==> src/rtl/mem_arbiter.sv <==
// Two-port arbiter in front of the single-ported ram: serialises fetch
// and data requests, routes each response back, and times out dead ones.
module mem_arbiter #(
  parameter int TIMEOUT     = 15,
  parameter int ROUND_ROBIN = 1
) (
  input  logic        clk,
  input  logic        reset,
  input  logic        m0_valid,
  input  logic [31:0] m0_addr,
  input  logic [31:0] m0_wdata,
  input  logic [3:0]  m0_wstrb,
  output logic        m0_ready,
  output logic [31:0] m0_rdata,
  output logic        m0_err,
  input  logic        m1_valid,
  input  logic [31:0] m1_addr,
  input  logic [31:0] m1_wdata,
  input  logic [3:0]  m1_wstrb,
  output logic        m1_ready,
  output logic [31:0] m1_rdata,
  output logic        m1_err,
  output logic        ram_valid,
  output logic [31:0] ram_addr,
  output logic [31:0] ram_wdata,
  output logic [3:0]  ram_wstrb,
  input  logic        ram_ready,
  input  logic [31:0] ram_rdata
);

  localparam int CW = $clog2(TIMEOUT + 1);
  localparam logic [CW-1:0] CNT_LAST = CW'(TIMEOUT - 1);
  localparam logic [CW-1:0] CNT_MAX  = CW'(TIMEOUT);

  typedef enum logic [1:0] {
    IDLE = 2'd0,
    BUSY = 2'd1,
    DONE = 2'd2
  } state_t;

  state_t          state;
  state_t          state_nxt;
  logic            grant;
  logic            last_grant;
  logic [CW-1:0]   cnt;
  logic            req;
  logic            pick;
  logic            tmo;

  assign req = m0_valid | m1_valid;
  assign tmo = (cnt == CNT_LAST);

  always_comb begin
    pick = 1'b0;
    unique case (1'b1)
      (m0_valid && m1_valid):
        pick = (ROUND_ROBIN != 0) ? ~last_grant : 1'b0;
      (m1_valid && !m0_valid):
        pick = 1'b1;
      default:
        pick = 1'b0;
    endcase
  end

  always_ff @(posedge clk) begin
    if (reset) state <= IDLE;
    else       state <= state_nxt;
  end

  always_comb begin
    state_nxt = state;
    unique case (state)
      IDLE:    if (req) state_nxt = BUSY;
      BUSY:    if (ram_ready || tmo) state_nxt = DONE;
      DONE:    state_nxt = IDLE;
      default: state_nxt = IDLE;
    endcase
  end

  // ready has priority over timeout; the idle port's outputs stay untouched
  always_ff @(posedge clk) begin
    if (reset) begin
      grant      <= 1'b0;
      last_grant <= 1'b1;
      cnt        <= '0;
      ram_valid  <= 1'b0;
      ram_addr   <= '0;
      ram_wdata  <= '0;
      ram_wstrb  <= '0;
      m0_ready   <= 1'b0;
      m0_rdata   <= '0;
      m0_err     <= 1'b0;
      m1_ready   <= 1'b0;
      m1_rdata   <= '0;
      m1_err     <= 1'b0;
    end else begin
      unique case (state)
        IDLE: begin
          if (req) begin
            ram_valid  <= 1'b1;
            ram_addr   <= pick ? m1_addr  : m0_addr;
            ram_wdata  <= pick ? m1_wdata : m0_wdata;
            ram_wstrb  <= pick ? m1_wstrb : m0_wstrb;
            grant      <= pick;
            last_grant <= pick;
            cnt        <= '0;
          end
        end
        BUSY: begin
          if (cnt != CNT_MAX) cnt <= cnt + CW'(1);
          if (ram_ready) begin
            ram_valid <= 1'b0;
            if (grant) begin
              m1_ready <= 1'b1;
              m1_rdata <= ram_rdata;
              m1_err   <= 1'b0;
            end else begin
              m0_ready <= 1'b1;
              m0_rdata <= ram_rdata;
              m0_err   <= 1'b0;
            end
          end else if (tmo) begin
            ram_valid <= 1'b0;
            if (grant) begin
              m1_ready <= 1'b1;
              m1_rdata <= '0;
              m1_err   <= 1'b1;
            end else begin
              m0_ready <= 1'b1;
              m0_rdata <= '0;
              m0_err   <= 1'b1;
            end
          end
        end
        DONE: begin
          m0_ready <= 1'b0;
          m0_err   <= 1'b0;
          m1_ready <= 1'b0;
          m1_err   <= 1'b0;
        end
        default: ;
      endcase
    end
  end

endmodule

==> config.mk <==
export PLATFORM = sky130hd
export DESIGN_NAME = mem_arbiter
export DESIGN_NICKNAME = d
export VERILOG_FILES = /design/src/rtl/mem_arbiter.sv
export SDC_FILE = /design/constraint.sdc
export NUM_CORES = 1
export LEC_CHECK = 0
export ABC_AREA = 0
export ABC_CLOCK_PERIOD_IN_PS = 4800
export CORE_MARGIN = 2
export CORE_UTILIZATION = 25
export DETAILED_ROUTE_END_ITERATION = 6
export PLACE_DENSITY_LB_ADDON = 0.3
export SYNTH_ARGS = -nofsm -noshare
export SYNTH_HDL_FRONTEND = slang
export SYNTH_SLANG_ARGS = --single-unit
==> constraint.sdc <==
create_clock -name clk -period 4.8 [get_ports clk]
set_input_delay 0.48 -clock clk [delete_from_list [all_inputs] [get_ports clk]]
set_output_delay 0.48 -clock clk [all_outputs]
set_load 0.01 [all_outputs]
# ---- Word level (Yosys, flattened, before mapping)
# Cells that the tools add are included.
dict set report totals {
  register_bits 145
  inputBits 173
  out_inout_bits 137
  word_cells 85
}
dict set report op_classes {
  addsub 1
  n_eq_ne 10
  muxes 40
  n_bitwise 3
  n_reduce_logical 17
}
# cell count
set op_table {}
lappend op_table {{$mux 32} 10}
lappend op_table {{$reduce_and 3->1} 6}
lappend op_table {{$mux 1} 17}
lappend op_table {{$mux 4} 3}
lappend op_table {{$pmux 1 s2} 6}
lappend op_table {{$ne 2x2->1 const B} 5}
lappend op_table {{$pmux 4 s2} 1}
lappend op_table {{$reduce_and 2->1} 3}
lappend op_table {{$reduce_bool 2->1} 3}
lappend op_table {{$add 4x1->4 const B} 1}
lappend op_table {{$eq 4x4->1 const B} 1}
lappend op_table {{$mux 2} 2}
lappend op_table {{$ne 4x4->1 const B} 1}
lappend op_table {{$pmux 2 s2} 1}
lappend op_table {{$ne 3x3->1 const B} 1}
lappend op_table {{$eq 2x1->1 const B} 1}
lappend op_table {{$eq 2x2->1 const B} 1}
lappend op_table {{$logic_and 1x1->1} 2}
lappend op_table {{$logic_not 2->1} 1}
lappend op_table {{$not 1->1} 2}
lappend op_table {{$logic_not 1->1} 1}
lappend op_table {{$logic_or 1x1->1} 1}
lappend op_table {{$or 1x1->1} 1}

# ---- Depth between registers and ports, before layout
dict set report depth {
  word_depth 4
  mapped_depth 7
}

# ---- Least setup slack after synthesis
# No wires, ideal clock.
dict set report synth_timing {
  kind {reg-to-reg}
  start {reg state[0]}
  end {reg ram_addr[10]}
  setup_time_ns 0.137
  arrival_ns 1.458
  t_required_ns 4.663
  setup_slack_ns 3.204
  path_stages_with_launch 7
  n_path_buf 2
  period_less_slack_ns 1.596
  path_cell_list {dfxtp_1 inv_1 ha_1 o21a_1 clkbuf_1 buf_1 a211oi_1}
}
dict set report synth_between {
  elab_chain_cells 2
}
# element line_no
set synth_lines {}
lappend synth_lines {{start: declaration} 41} ;# state_t state;
lappend synth_lines {{start signal: assignment} 67} ;# else state <= state_nxt;
lappend synth_lines {{$logic_not 2->1} 97} ;# unique case (state)
lappend synth_lines {{$reduce_and 2->1 (no source line)} --}
lappend synth_lines {{end signal: assignment} 101} ;# ram_addr <= pick ? m1_addr : m0_addr;
lappend synth_lines {{end: declaration} 24} ;# output logic [31:0] ram_addr,
# No other way between the ends.
# A chain may end at the register's enable or synchronous reset.

# ---- Worst setup path in the final report
dict set report layout_timing {
  start {in m1_valid}
  end {reg ram_addr[27]}
}
dict set report layout_between {
  elab_chain_cells 3
  word_cells_on_any_way 6
}
# element line_no
set layout_lines {}
lappend layout_lines {{start: declaration} 16} ;# input logic m1_valid,
lappend layout_lines {{$logic_and 1x1->1, on equally long branches} {58, 56}}
lappend layout_lines {{$pmux 1 s2} 55} ;# unique case (1'b1)
lappend layout_lines {{$mux 32} 101}
# Parallel ways exist; a longest one is shown, timed or not.

==> flow_metrics.py <==
metrics = {
    "clocking": {
        "numCtsBuffers": 17,
        "cts_buffer_depth": 2,
        "cts_setup_buffers": 0,
        "post_cts_resize_count": 0,
        "clk_pin_slew_ns": 0.06,
        "clock-root-buffer": "clkbuf_16",
        "clock_latency_ns": 0.41,
        "cts_tree": "yes",
        "cts.sinks": 145,
        "ctsHoldBuffers": 0,
        "cts_max_level": 4,
    },
    "routing": {
        "drtIter0Drc": 233,
        "viasPerCell": 4.77,
        "drcViolationCount": 0,
        "wl_mm": 18.5,
        "wl_per_cell_microns": 16.6,
        "drt.antenna.violating_nets": 0,
        "drt-pass1-iter-count": 4,
        "vias": 5333,
    },
    "critical_path": {
        "worstPathRequired_ns": 5.04,
        "startpoint_type": "primary input",
        "cp_max_fo": 49,
        "end_kind": "register",
        "crit_type": "in -> reg",
        "cp.arrival_ns": 2.66,
    },
    "sta": {
        "max_slew_margin_pct": 35.7,
        "finalHoldViolCount": 0,
        "tns_ns": 0,
        "period_minus_slack_ns": 2.42,
        "worst_pin_slew_ns": 0.964,
        "skew_ns": 0.0116,
        "fmax_mhz": 414,
        "layout_setup_ws_ns": 2.38,
        "rsz0062_at_grt": "false",
        "setup_viol_count_final": 0,
        "slew_violations": 0,
        "period_share_pct": 50.4,
        "hold_ws_ns": 0.306,
    },
    "global_route": {
        "antenna_found_initial": 0,
        "grt_max_degree": 84,
        "grt_pass1_vias": 4985,
        "grt_use_total_pct": 14.7,
        "grt_pass1_wl_mm": 28.0,
        "grt_overflow_total": 0,
    },
    "logic_synthesis": {
        "synth-seq-cells": 145,
        "netlist_top_cells_count": "145 x dfxtp_1, 72 x a211oi_1, 70 x mux2i_1, 70 x nor2_1, 64 x a32o_1",
        "ys_warn_count": 0,
        "syn-mean-instance-area_sq_um": 10.7,
        "synthTopCellsByArea": "dfxtp_1 50%, mux2i_1 12%, a32o_1 11%",
        "synth.distinct_cells": 40,
        "yosysTopAreaCell": "dfxtp_1",
        "postSynthCellCount": 540,
        "synth_top_area_share_pct": 50.3,
        "synthArstFlopShare_pct": 0,
        "synth_ff_type": "dfxtp_1",
        "ys_seq_area_share_pct": 50.3,
        "synth_area_sq_um": 5770,
        "synth_most_common_cell": "dfxtp_1",
        "syn-num-nets": 720,
        "synth-edff-count": 0,
    },
    "layout": {
        "area_delta_synth_final_pct": 67.1,
        "n_fill_cell": 2201,
        "antenna_cells": 0,
        "drive_gt1_share_pct": 5.88,
        "final_cell_area_sq_um": 9640,
        "utilization_pct": 42.6,
        "fin_nets": 1001,
    },
    "floorplanning": {
        "die_area_sq_um": 24300,
        "die_w_microns": 156,
        "die_y_microns": 156,
        "fp.coreArea_sq_um": 22600,
        "rows": 55,
        "pin_count": 310,
        "start_util_pct": 25.5,
    },
    "flow_run": {
        "drv_cap": 0,
    },
    "place": {
        "placed_area_sq_um": 9040,
        "place_ws_ns": 1.98,
        "io_buffers": 309,
        "routabilityCongestion": 0.758,
        "hpwl_mm": 13.2,
    },
    "pwr": {
        "p_per_area_nw_per_um2": 460,
        "p_leak_nw": 3.48,
        "ir_worst_vdd_v": 0.000206,
    },
    "worst_hold_path": {
        "hp-class": "in -> reg",
    },
    "status": {
        "status": "finished clean",
    },
}
-- cell families after synthesis --
family	Yosys count	synth area share [%]
AND/OR/NAND/NOR	93	7.07
buffers and inverters	62	4.95
flip-flops	145	50.3
multiplexers	70	12.2
adder cells (fa/ha/maj)	7	1.52
AO/OA/AOI/OAI	163	24.0
-- stage by stage --
stage               power (mW)  cells
finish                    4.43   1118
floorplan                 2.36    540
global route              4.69   1118
CTS                       4.50   1118
global placement          3.12   1087
detailed placement        3.13   1087
-- cell usage in the layout (no fill, tap or decap), types with 2 or more instances in the layout --
| cell | n |
|---|---|
| bufinv_16 | 3 |
| buf_2 | 2 |
| clkdlybuf4s50_1 | 307 |
| nand2b_1 | 6 |
| a21oi_1 | 7 |
| o21ba_2 | 2 |
| buf_4 | 7 |
| clkbuf_16 | 17 |
| clkinv_2 | 2 |
| ha_1 | 7 |
| a31oi_2 | 2 |
| dfxtp_1 | 145 |
| nand2_1 | 3 |
| a211oi_1 | 72 |
| a32o_1 | 64 |
| o21ai_0 | 2 |
| inv_6 | 3 |
| o221ai_1 | 2 |
| nor2_1 | 70 |
| nand3_1 | 2 |
| clkbuf_1 | 2 |
| mux2i_1 | 70 |
| a31oi_1 | 2 |
| or4_1 | 2 |
| inv_1 | 7 |
| clkinvlp_4 | 3 |
| nand4_1 | 2 |
-- state kept, by name (all words and copies together) (netlist names), 2 cells and up --
| name | cells |
|---|---|
| ram_addr | 32 |
| state | 2 |
| ram_wdata | 32 |
| ram_wstrb | 4 |
| m1_rdata | 32 |
| m0_rdata | 32 |
| cnt | 4 |
-- power by group --
group | switching [mW] | leakage, nW | internal [mW]
Combinational | 0.725 | 2.01 | 0.776
Sequential | 0.133 | 1.19 | 1.45
Clock | 0.526 | 0.280 | 0.819
-- metal layers --
layer | wire length, microns | vias up | track usage [%]
met1 | 7900 | 2462 | 17.6
met4 | 80 | 0 | 3.28
li1 | - | 2636 | -
met2 | 8700 | 228 | 24.2
met5 | 0 | - | 0
met3 | 1850 | 7 | 6.72
-- critical path, cell delays in order --
cell	delay (ns)
clkdlybuf4s50_1	0.58
a21boi_4	0.79
buf_12	0.39
mux2i_1	0.26
a211oi_1	0.10
-- layout make-up --
cell class	count	area (sq um)	area share (%)
Sequential cell	145	2900	30.1
Inverter	7	26.3	0.273
Timing Repair Buffer	317	3160	32.7
Clock inverter	12	158	1.64
Multi-Input combinational cell	333	2600	27.0
Tap cell	285	357	3.70
Clock buffer	19	433	4.49
-- path summary, 6_finish.rpt --
| kind | start | to | cells past startpoint | slack [ns] |
|---|---|---|---|---|
| worst min-delay path | reset | m0_err | 2 | 0.31 |
| worst max register to register | state[1] | ram_addr[22] | 6 | 2.40 |
| worst min register to register | m1_ready | m1_ready | 2 | 0.46 |
| worst max-delay path | m1_valid | ram_addr[27] | 5 | 2.38 |
Note: power is estimated with default switching activity, not from simulation.
